### config.mk
export PLATFORM = sky130hd
export DESIGN_NAME = rr_decoder_arbiter
export DESIGN_NICKNAME = d
export VERILOG_FILES = /design/src/rtl/rr_decoder_arbiter_pkg.sv /design/src/rtl/rr_decoder_arbiter_decoder.sv /design/src/rtl/rr_decoder_arbiter.sv
export SDC_FILE = /design/constraint.sdc
export NUM_CORES = 1
export LEC_CHECK = 0
export CAP_MARGIN = 10
export CORE_AREA = 2 2 45 47
export CTS_CLUSTER_SIZE = 14
export DETAILED_ROUTE_END_ITERATION = 10
export DIE_AREA = 0 0 47 49
export PLACE_DENSITY = 0.8
export SETUP_SLACK_MARGIN = 0.1
export SLEW_MARGIN = 20
export SYNTH_ARGS = -nofsm -noshare
export SYNTH_HDL_FRONTEND = slang
export SYNTH_SLANG_ARGS = --single-unit
export TNS_END_PERCENT = 20
### constraint.sdc
create_clock -name clk -period 2.1 [get_ports clk]
set_input_delay 0.63 -clock clk [delete_from_list [all_inputs] [get_ports clk]]
set_output_delay 0.63 -clock clk [all_outputs]
set_load 0.02 [all_outputs]
### src/rtl/rr_decoder_arbiter_pkg.sv
// Shared types and constants for the round-robin decoder arbiter.
// Holds the FSM encoding, the requester count and the rotating-priority pick helper.
package rr_decoder_arbiter_pkg;

    localparam int unsigned NUM_REQ          = 4;
    localparam int unsigned HOLD_MAX_DEFAULT = 16;

    typedef enum logic [1:0] {
        IDLE = 2'b00,
        BUSY = 2'b01,
        GAP  = 2'b10
    } state_t;

    // First requester at or after ptr (mod 4); returns ptr when nothing is requesting.
    function automatic logic [1:0] rr_pick(input logic [3:0] req, input logic [1:0] ptr);
        logic [1:0] idx;
        logic       found;
        rr_pick = ptr;
        found   = 1'b0;
        for (int unsigned k = 0; k < NUM_REQ; k++) begin
            idx = ptr + 2'(k);
            if (!found && req[idx]) begin
                rr_pick = idx;
                found   = 1'b1;
            end
        end
    endfunction

endpackage

### src/rtl/rr_decoder_arbiter_decoder.sv
// Existing 2-to-4 behavioural decoder: one-hot output selected by {address1,address0}
// while enable is high, all zero otherwise.
module behavioralDecoder (
    input  logic       address0,
    input  logic       address1,
    input  logic       enable,
    output logic [3:0] decoded
);

    always_comb begin
        decoded = '0;
        if (enable) begin
            decoded[{address1, address0}] = 1'b1;
        end
    end

endmodule

### src/rtl/rr_decoder_arbiter.sv
// Round-robin arbiter sharing one decoded resource among 4 requesters, with a
// hold timeout and a one-cycle dead gap between successive owners.
module rr_decoder_arbiter
    import rr_decoder_arbiter_pkg::*;
#(
    parameter int unsigned HOLD_MAX = HOLD_MAX_DEFAULT,
    parameter int unsigned CNT_W    = 5
) (
    input  logic       clk,
    input  logic       reset_n,
    input  logic [3:0] req,
    input  logic [3:0] done,
    output logic [3:0] grant,
    output logic       grant_valid,
    output logic       address0,
    output logic       address1,
    output logic       enable,
    output logic       timeout
);

    localparam logic [CNT_W-1:0] CNT_LAST = CNT_W'(HOLD_MAX == 0 ? 0 : HOLD_MAX - 1);

    state_t             state, state_n;
    logic [1:0]         owner, owner_n;
    logic [1:0]         ptr, ptr_n;
    logic [CNT_W-1:0]   cnt, cnt_n;
    logic               timeout_n;
    logic               enable_q, enable_n;
    logic [1:0]         pick;

    assign pick = rr_pick(req, ptr);

    always_comb begin
        state_n   = state;
        owner_n   = owner;
        ptr_n     = ptr;
        cnt_n     = cnt;
        timeout_n = 1'b0;
        case (state)
            BUSY: begin
                // Release outranks timeout so a simultaneous done never pulses timeout.
                if (done[owner] || !req[owner]) begin
                    state_n = GAP;
                    ptr_n   = owner + 2'd1;
                end else if (HOLD_MAX != 0 && cnt == CNT_LAST) begin
                    state_n   = GAP;
                    ptr_n     = owner + 2'd1;
                    timeout_n = 1'b1;
                end else begin
                    cnt_n = cnt + CNT_W'(1);
                end
            end
            default: begin
                if (|req) begin
                    state_n = BUSY;
                    owner_n = pick;
                    cnt_n   = '0;
                end else begin
                    state_n = IDLE;
                end
            end
        endcase
        enable_n = (state_n == BUSY);
    end

    always_ff @(posedge clk) begin
        if (!reset_n) begin
            state    <= IDLE;
            owner    <= '0;
            ptr      <= '0;
            cnt      <= '0;
            timeout  <= 1'b0;
            enable_q <= 1'b0;
        end else begin
            state    <= state_n;
            owner    <= owner_n;
            ptr      <= ptr_n;
            cnt      <= cnt_n;
            timeout  <= timeout_n;
            enable_q <= enable_n;
        end
    end

    assign address0    = owner[0];
    assign address1    = owner[1];
    assign enable      = enable_q;
    assign grant_valid = enable_q;

    behavioralDecoder u_decoder (
        .address0 (address0),
        .address1 (address1),
        .enable   (enable),
        .decoded  (grant)
    );

endmodule

# Yosys cells after proc, flatten, opt, wreduce, memory -nomap -nowiden
# Index checks and enable logic that the tools add are counted.
[totals]
regBits = 13
inputBits = 10
output_inout_bits = 9
[classes]
add_sub_neg = 5
magnitude_cmp = 6
eq_ne = 5
muxes = 32
bitwise = 2
reduce_logical = 16
[op_table]
columns = ["op", "n"]
rows = [
  ["$mux 5", 4],
  ["$mux 2", 8],
  ["$lt 2x3->1 const B", 5],
  ["$bmux 1 s2", 6],
  ["$mux 1", 12],
  ["$add 5x1->5 const B", 1],
  ["$eq 5x4->1 const B", 1],
  ["$add 2x1->2 const B", 2],
  ["$add 2x2->2 const B", 2],
  ["$eq 2x1->1 const B", 2],
  ["$logic_and 1x1->1", 4],
  ["$logic_not 1->1", 4],
  ["$mux 4", 1],
  ["$ne 2x2->1 const B", 2],
  ["$reduce_and 2->1", 2],
  ["$reduce_bool 2->1", 2],
  ["$reduce_or 4->1", 1],
  ["$reduce_and 3->1", 1],
  ["$reduce_or 3->1", 1],
  ["$demux 1 s2", 1],
  ["$ge 2x1->1 const B", 1],
  ["$not 1->1", 2],
  ["$logic_or 1x1->1", 1],
]

# Depth between registers and ports, before layout
[logic_depth]
depth_word = 12
ltp_mapped = 7
mapped_depth_nobuf = 7

# Modules after synthesis
# A second synthesis with hierarchy kept.
[hier_totals]
hier_cells = 92
area_unflattened_um2 = 794.5
[by_module_without_submodules]
columns = ["module", "n_inst", "cells_each", "area_each_um2"]
rows = [
  ["rr_decoder_arbiter", 1, 88, 757.0],
  ["behavioralDecoder", 1, 4, 37.5],
]

# Least setup slack after synthesis
# Ideal clock, no wire load.
[synth_timing]
kind = "input to register"
start = "input port done[0]"
end = "register cnt[0]"
arrival_time_ps = 1779
t_required_ps = 1982
slack_ps = 203
stages = 5
path_cell_list = "nand2b_1 > mux4_2 > or3_1 > buf_6 > mux2i_1"
[synth_between]
elab_chain_cells = 5
[synth_lines]
columns = ["item", "line_no", "text"]
rows = [
  ["start, declared", "rr_decoder_arbiter.sv:12", "input logic [3:0] done,"],
  ["$bmux 1 s2", "rr_decoder_arbiter.sv:42", "if (done[owner] || !req[owner]) begin"],
  ["$mux 1 (implied by the code)", "rr_decoder_arbiter.sv:42", ""],
  ["$logic_or 1x1->1", "rr_decoder_arbiter.sv:42", ""],
  ["$ne 2x2->1 (no line)", "--", ""],
  ["$reduce_and 3->1 (no line)", "--", ""],
  ["end signal, assigned", "rr_decoder_arbiter.sv:78", "cnt <= cnt_n;"],
  ["end, declared", "rr_decoder_arbiter.sv:26", "logic [CNT_W-1:0] cnt, cnt_n;"],
]
# No other way between the ends. The select of a mux whose other input is x is not followed.
# A chain may end at the register's enable or synchronous reset.

# Worst setup path in the final report
[layout_timing]
start = "register owner[0]"
end = "output port grant[2]"
[layout_between]
elab_chain_cells = 5
[layout_lines]
columns = ["item", "line_no", "text"]
rows = [
  ["start, declared", "rr_decoder_arbiter.sv:24", "logic [1:0] owner, owner_n;"],
  ["start signal, assigned", "rr_decoder_arbiter.sv:76", "owner <= owner_n;"],
  ["$lt 2x3->1 (implied by the code) / $ge 2x1->1 (equally long branches)", "rr_decoder_arbiter_decoder.sv:13", "decoded[{address1, address0}] = 1'b1;"],
  ["$logic_and 1x1->1 (implied by the code)", "rr_decoder_arbiter_decoder.sv:13", ""],
  ["$mux 1 (implied by the code)", "rr_decoder_arbiter_decoder.sv:13", ""],
  ["$demux 1 s2 (*)", "--", ""],
  ["$mux 4 (*)", "rr_decoder_arbiter_decoder.sv:12", "if (enable) begin"],
  ["end, declared", "rr_decoder_arbiter.sv:13", "output logic [3:0] grant,"],
]
# Every way passes the cells marked *; elsewhere a longest branch is shown, timed or not.

==> results.md <==
* Outcome: finished, final reports clean
* Maximum clock path buffer count at 2
* Gr ovfl total at 0
* Worst-Skew Late Latency at 0.27 ns
* Unrepaired setup endpoints after global routing: true
* Final net count at 136
* Hold Path End: cnt[4]
* Hold Crit Class: flop to flop
* CP Launch Type: flop
* Setup_tns at 0 ns
* Worst Setup Slack, final at 0.124 ns
* Pwr/cell area at 580 mW/mm2
* Commonest non-fill, non-tap cells in the layout: 11 x dfxtp_1, 10 x dlygate4sd2_1, 9 x buf_4
* Synth Register Bits at 13
* Sequential cell area at approximately 270 um2
* Mapped Area at between 700 and 800 um2
* First-iteration detailed-routing DRC count at 19
* Setup CP Type: flop to output port
* Hold slack at 0.467 ns
* CTS Sinks at 13
* Die Span X at between 40 and 50 um
* Commonest non-fill, non-tap cell in the layout: dfxtp_1
* Critical path required time at 1.47 ns
* DRC at 0
* Cell Rows at 16
* Routed Antenna Nets at 0
* Sequential element share of the synthesized area at 0.328
* Via count at 758
* # fillers at 174
* Peak VDD IR at 364 uV
* Syn Inst Count at 91
* Area of the multi-input gates at 494 um2
* Clock Tree Root: clkbuf_4
* GPL Wtd Cong at around 0.86
* Vias/cell at slightly above 5
* Max Cap Viol at 0
* Syn-to-layout area delta at 36.6%
* Largest area contributor in the netlist: dfxtp_1
* Routed wire per std cell at 12.2 um
* Setup Buffers After CTS at 0
* Post-Route WL at approximately 1800 um
* Worst slew margin at 0.720
* I/O Pins at 19
* Avg Inst Size Synth at 8.72 um2
* Netlist cell types at 35
* R2R Setup Slk at about 0.3 ns
* Reg2reg end: cnt[3]
* CP Capture Type: output port
* DPL Wire Length at approximately 1400 um
* H-tree Lvls at 1
* Pre-CTS WS at -0.321 ns
* Post-CTS Hold Buffers at 0
* Die area at 0.00230 mm2
* Path depth of the worst reg2reg path at 7
* Ys Warns at 0
* CTS tree: built
* Worst-Margin Slew at roughly 0.42 ns
* Vias in the first global route at a little over 700
* Pins Over Slew Limit at 0
* Antenna violations before repair at 0
* Top post-synthesis cells by area: dfxtp_1 33%, ha_1 9.5%, nand2b_1 6.3%
* Share of the synthesized area in the top cell type at 0.328
* Hold Path Depth at 2
* Initial Utilization at 0.431
* Final worst-path cycle share at 0.941
* RR Startpoint: cnt[0]
* Setup violators final at 0
* WP data arrival at approximately 1.4 ns
* Reg clk slew, reported paths at 0.08 ns
* Fraction of layout cells with a size suffix above 1 at 0.185
* Achievable Freq at 506 MHz
* Clk_skew at 0.000824 ns
* Worst-path fanout max at 6
* TritonCTS Buffers at 3
* Hold Startpoint: cnt[4]
* Tmin final at 1.98 ns
* Die Ht at between 40 and 50 um
* N_diodes at 0
* DRT Pass-1 Iters at 4
* All-layer global routing usage at 0.175
* Hold Violations, Final at 0
* First-pass GRT wire length at approximately 2900 um
* P_leak at between 0.4 and 0.5 nW
* Final non-filler cell total at 146
* Buffers on Ports at 18
* Placed insts at about 140
* Mapped Nets at 107
* Core area at 0.00184 mm2
* Largest net degree at the start of global routing at 10
## power breakdown
group,leakage [nW],switching [W],internal [W]
Clock,0.0150,0.0000844,0.0000736
Sequential,0.107,0.0000165,0.000264
Combinational,0.350,0.0000957,0.0000941
## how the worst max path moves through the flow
stage / from / endpoint / cells past startpoint / slack [ns]
CTS: owner[0] / grant[0] / 4 / 0.10
global placement: req[3] / cnt[0] / 5 / -0.30
global route: owner[0] / grant[2] / 4 / 0.05
finish: owner[0] / grant[2] / 4 / 0.12
floorplan: done[0] / cnt[0] / 5 / 0.20
detailed placement: req[2] / cnt[1] / 5 / -0.32
## flip-flops by register name, indices dropped and copies added (netlist names)
signal   count
cnt          5
owner        2
ptr          2
state        2
enable       1
timeout      1
## stage by stage
step	area (um2)	util	total power [W]
2_1_floorplan	793	-	0.000393
3_3_place_gp	1050	0.569	0.000468
3_5_place_dp	1050	0.569	0.000474
4_1_cts	1090	0.591	0.000627
5_1_grt	1080	0.588	0.000663
6_report	1080	0.588	0.000628
## logic make-up (layout without fill, tap and decap cells)
logic type | Yosys count | after routing | synth area share
simple gates | 37 | 37 | 0.257
buf+inv | 10 | 38 | 0.0710
flops | 13 | 13 | 0.328
fa+ha+maj | 6 | 6 | 0.0946
mux | 5 | 5 | 0.0789
compound gates | 20 | 20 | 0.170
## Yosys cell counts
cell type	n
inv_2	1
nand2_1	7
a21boi_1	2
nand2b_1	8
clkinv_1	1
a21oi_1	5
mux2i_1	4
nand3b_1	1
o21ai_1	1
buf_4	1
a21o_2	1
nor3_1	3
dfxtp_1	13
mux4_2	1
buf_6	2
nor2_1	3
a2bb2oi_1	1
inv_1	4
o21ai_0	3
o211a_1	1
or4_1	1
nand4_1	2
and2_1	4
nand3_1	1
a211o_1	1
a211oi_1	1
nor2b_1	2
o211ai_1	1
or3_1	4
a31oi_1	1
clkbuf_1	1
ha_1	6
and3_1	1
a221oi_1	1
o221ai_1	1
## cell type report
cell class	count	share of cell area
Timing Repair Buffer	28	0.223
Inverter	6	0.0208
Sequential cell	13	0.245
Clock buffer	4	0.0242
Multi-Input combinational cell	68	0.456
Tap cell	27	0.0312
## critical path, stage by stage, from the launching register on
cell             delay [ns]
dfxtp_4                0.38
inv_1                  0.08
ha_1                   0.19
and2_1                 0.14
clkdlybuf4s15_1        0.28
## routing by layer
layer,GRT usage,wire (um),up-vias
li1,-,-,377
met1,0.228,781,351
met2,0.281,872,28
met3,0.0333,115,2
met4,0.0602,11,0
met5,0,0,-
## repair_timing
action / 4_1_cts / 5_1_grt
resized for setup: 21 / 1
setup endpoints to repair: 13 / 3
pin swaps: 5 / 0
Note: power is estimated with default switching activity, not from simulation.
==> variant 1, RTL diff (same flow settings) <==
Put one more register stage on the output `timeout`. The value now appears one clock later. The other outputs are not delayed to match. Comments in the files are not updated.
--- a/src/rtl/rr_decoder_arbiter.sv
+++ b/src/rtl/rr_decoder_arbiter.sv
@@ -19,6 +19,8 @@
 );
 
     localparam logic [CNT_W-1:0] CNT_LAST = CNT_W'(HOLD_MAX == 0 ? 0 : HOLD_MAX - 1);
+
+    logic timeout_s0;
 
     state_t             state, state_n;
     logic [1:0]         owner, owner_n;
@@ -69,14 +71,14 @@
             owner    <= '0;
             ptr      <= '0;
             cnt      <= '0;
-            timeout  <= 1'b0;
+            timeout_s0 <= 1'b0;
             enable_q <= 1'b0;
         end else begin
             state    <= state_n;
             owner    <= owner_n;
             ptr      <= ptr_n;
             cnt      <= cnt_n;
-            timeout  <= timeout_n;
+            timeout_s0 <= timeout_n;
             enable_q <= enable_n;
         end
     end
@@ -93,5 +95,9 @@
         .decoded  (grant)
     );
 
+    always_ff @(posedge clk) begin
+        timeout <= timeout_s0;
+    end
+
 endmodule
 
Formal check against the unedited RTL: no difference found for any inputs over 10 cycles, from zero or initial values and one cycle with reset_n low; that may be too few to reach the edited logic, so the function may still have changed.
==> variant 1 against the unedited design <==
Sequential cell count rose by 1. Worst setup slack better by 19 ps. Routed wire length fell by 5.0%. Hold slack got worse by 140 ps. First-iteration DRC count decreased by 68%. Total power is 7.0% higher. Final area rose by 3.1%. Clock skew rose by 1.1 ps. Area after synthesis rose by 2.5%. Largest cell class unchanged. Largest power group unchanged.
==> variant 1: results (changes against the unedited design) <==
\begin{tabular}{lr}
\hline
Metric & Value \\
\hline
\multicolumn{2}{l}{\textbf{Global route}} \\
\quad Wire length of the first global-routing pass & 2801 um (-4.7\%) \\
\quad Fraction of met1 tracks used by global routing & 19.45\% (-3.4 points) \\
\quad GRT Total Usage & 16.48\% (-1.0 points) \\
\multicolumn{2}{l}{\textbf{Setup path}} \\
\quad Reg-to-reg slack, setup & 260 ps (-40 ps) \\
\quad First element of the critical path & owner[1] \\
\quad Largest driver fanout on the critical path & 4 (-2) \\
\quad Critical path capture point & grant[1] \\
\quad Family of cells with the greatest summed delay on the critical path & buffers and inverters \\
\multicolumn{2}{l}{\textbf{Synth}} \\
\quad Top cells by instance count after synthesis & sky130\_fd\_sc\_hd\_\_dfxtp\_1 (14), sky130\_fd\_sc\_hd\_\_nand2b\_1 (8), sky130\_fd\_sc\_hd\_\_nand2\_1 (7) \\
\quad Mux contribution to synthesized area & 7.692\% (-0.19 points) \\
\quad Syn nets & 108 (+0.93\%) \\
\quad Leading cell types by total area after synthesis & sky130\_fd\_sc\_hd\_\_dfxtp\_1 (34\%), sky130\_fd\_sc\_hd\_\_ha\_1 (9.2\%), sky130\_fd\_sc\_hd\_\_nand2b\_1 (6.2\%) \\
\multicolumn{2}{l}{\textbf{Routing}} \\
\quad Routed WL per cell & 11.51 um (-5.6\%) \\
\quad Drt first-iter violations & 6 (-13) \\
\multicolumn{2}{l}{\textbf{Finish}} \\
\quad Final net count & 137 (+0.74\%) \\
\quad Share of post-route cells with drive strength above 1 & 18.33\% (-0.15 points) \\
\multicolumn{2}{l}{\textbf{Power and ir drop}} \\
\quad Net switching fraction of the power & 28.35\% (-3.0 points) \\
\quad Part of the total power dissipated in the clock network & 27.9\% (+2.7 points) \\
\quad Sequential share of power & 44.4\% (-0.2 points) \\
\quad LEAKAGE & 0.5023 nW (+6.3\%) \\
\quad Peak supply drop & 0.4167 mV (+14\%) \\
\multicolumn{2}{l}{\textbf{Hold path}} \\
\quad Hold path depth & 0 (-2) \\
\quad Sink of the worst hold path & timeout \\
\multicolumn{2}{l}{\textbf{Outcome}} \\
\quad Outcome & finished clean \\
\multicolumn{2}{l}{\textbf{STA}} \\
\quad Worst clock skew on the final layout & 1.893 ps (+1.069 ps) \\
\multicolumn{2}{l}{\textbf{Placement}} \\
\quad Final weighted congestion in routability-driven placement & 0.7801 (-9.3\%) \\
\quad Placed wire-length estimate after detailed placement & 1388 um (+1.7\%) \\
\hline
\end{tabular}
==> variant 1: repair_timing <==
action | in CTS | in global routing
resized for setup | 19 | 2
cloned | 0 | 0
endpoints found under the setup margin | 13 | 4
pin swaps | 4 | 0
==> variant 1: area by class of cell <==
type / instances / area [sq um]
Sequential cell: 14 / 282.8
Tap cell: 27 / 33.78
Timing Repair Buffer: 28 / 249.0
Clock buffer: 4 / 36.28
Inverter: 6 / 22.52
Multi-Input combinational cell: 68 / 493.0
Fill cell: 170 / 724.4
==> variant 1: per-stage QoR <==
stage / hold slack, ps / total power [mW] / worst slack, ps / util (%) / instances
floorplan: 309.6 / 0.4118 / 202.7 / - / 92
global placement: 311.7 / 0.4887 / -279.0 / 58.02 / 143
detailed placement: 312.1 / 0.4933 / -322.1 / 58.02 / 143
CTS: 331.4 / 0.6796 / 104.1 / 60.46 / 147
global route: 340.2 / 0.7112 / 56.29 / 60.67 / 147
finish: 331.3 / 0.6721 / 143.8 / 60.67 / 147
==> variant 2, RTL diff (config.mk and constraints unchanged) <==
Without the edit above. `NUM_REQ`: 4 -> 8.
--- a/src/rtl/rr_decoder_arbiter_pkg.sv
+++ b/src/rtl/rr_decoder_arbiter_pkg.sv
@@ -2,7 +2,7 @@
 // Holds the FSM encoding, the requester count and the rotating-priority pick helper.
 package rr_decoder_arbiter_pkg;
 
-    localparam int unsigned NUM_REQ          = 4;
+    localparam int unsigned NUM_REQ          = 8;
     localparam int unsigned HOLD_MAX_DEFAULT = 16;
 
     typedef enum logic [1:0] {
Behaviour: unchanged (Yosys induction, for registers that start in step).
==> variant 2 against the unedited design <==
Area after synthesis did not move. Global-route usage about the same. Sequential power hardly changed. Sequential cell count is the same. Routed wire length shrank 0.90%. Total power fell by 2.3%. Final area did not move. Worst setup slack gained 3.3 ps. Die area unchanged.
==> variant 2: results (changes against the unedited design) <==
\begin{tabular}{lr}
\hline
Metric & Value \\
\hline
\multicolumn{2}{l}{\textbf{Power and ir drop}} \\
\quad LEAKAGE & 0.4827 nW (+2.1\%) \\
\quad Cell-internal power & 430.6 uW (-0.21\%) \\
\quad Clk power & 150 uW (-5\%) \\
\quad Peak supply drop & 0.3632 mV (-0.29\%) \\
\quad Sequential share of power & 45.4\% (+0.8 points) \\
\multicolumn{2}{l}{\textbf{Setup path}} \\
\quad Crit path max-delay cell type & sky130\_fd\_sc\_hd\_\_dfxtp\_2 \\
\quad Family of cells with the greatest summed delay on the critical path & buffers and inverters \\
\quad Largest driver fanout on the critical path & 4 (-2) \\
\quad Biggest cell delay along the critical path & 340 ps (-40 ps) \\
\multicolumn{2}{l}{\textbf{Synth}} \\
\quad Top cells by instance count after synthesis & sky130\_fd\_sc\_hd\_\_dfxtp\_1 (13), sky130\_fd\_sc\_hd\_\_nand2b\_1 (9), sky130\_fd\_sc\_hd\_\_a21oi\_1 (6), sky130\_fd\_sc\_hd\_\_ha\_1 (6), sky130\_fd\_sc\_hd\_\_nand2\_1 (6) \\
\quad Mux contribution to synthesized area & 6.625\% (-1.3 points) \\
\quad Synth cell types & 31 (-11\%) \\
\quad Compound-Gate Fraction of Synth Area & 12.93\% (-4.1 points) \\
\quad Gate count after technology mapping & 93 (+2.2\%) \\
\quad Syn nets & 109 (+1.9\%) \\
\multicolumn{2}{l}{\textbf{Routing}} \\
\quad Drt first-iter violations & 14 (-5) \\
\quad Final WL & 1765 um (-0.90\%) \\
\quad Routed WL per cell & 12.01 um (-1.6\%) \\
\quad Via-per-instance ratio & 5.190 (about the same) \\
\multicolumn{2}{l}{\textbf{Outcome}} \\
\quad Outcome & finished clean \\
\multicolumn{2}{l}{\textbf{Placement}} \\
\quad Placed wire-length estimate after detailed placement & 1345 um (-1.5\%) \\
\quad Placement Cell Area & 1047 sq um (-0.12\%) \\
\quad Worst setup slack before clock tree synthesis & -324.0 ps (-2.720 ps) \\
\multicolumn{2}{l}{\textbf{Global route}} \\
\quad Via count of the first global-routing pass & 700 (-1.5\%) \\
\quad Wire length of the first global-routing pass & 2960 um (+0.71\%) \\
\multicolumn{2}{l}{\textbf{Clocking}} \\
\quad Setup repair bufs after CTS & 1 (+1) \\
\quad Number of gates resized after CTS & 17 (-19\%) \\
\multicolumn{2}{l}{\textbf{STA}} \\
\quad Worst clock skew on the final layout & 2.308 ps (+1.485 ps) \\
\quad Least-Margin Pin Slew & 482.9 ps (+63.72 ps) \\
\multicolumn{2}{l}{\textbf{Finish}} \\
\quad Final net count & 137 (+0.74\%) \\
\hline
\end{tabular}
-- variant 2: area by class of cell --
type / count / area (sq um) / area share (%)
Clock buffer: 4 / 26.28 / 2.425
Timing Repair Buffer: 29 / 250.2 / 23.09
Inverter: 4 / 15.01 / 1.386
Tap cell: 27 / 33.78 / 3.118
Sequential cell: 13 / 262.8 / 24.25
Multi-Input combinational cell: 70 / 495.5 / 45.73
-- variant 2: final timing paths --
path / cells past startpoint / slack [ps] / from / to
max: 4 / 130 / owner[0] / grant[3]
min: 2 / 480 / cnt[4] / cnt[4]
max reg2reg: 7 / 230 / cnt[0] / cnt[3]
min reg2reg: 2 / 480 / cnt[4] / cnt[4]
-- variant 2: metal layers --
metal | up-vias | wire, um | global-route usage (%)
li1 | 385 | - | -
met3 | 7 | 97 | 4.815
met4 | 0 | 38 | 6.944
met2 | 30 | 867 | 28.08
met5 | - | 0 | 0
met1 | 341 | 760 | 21.28
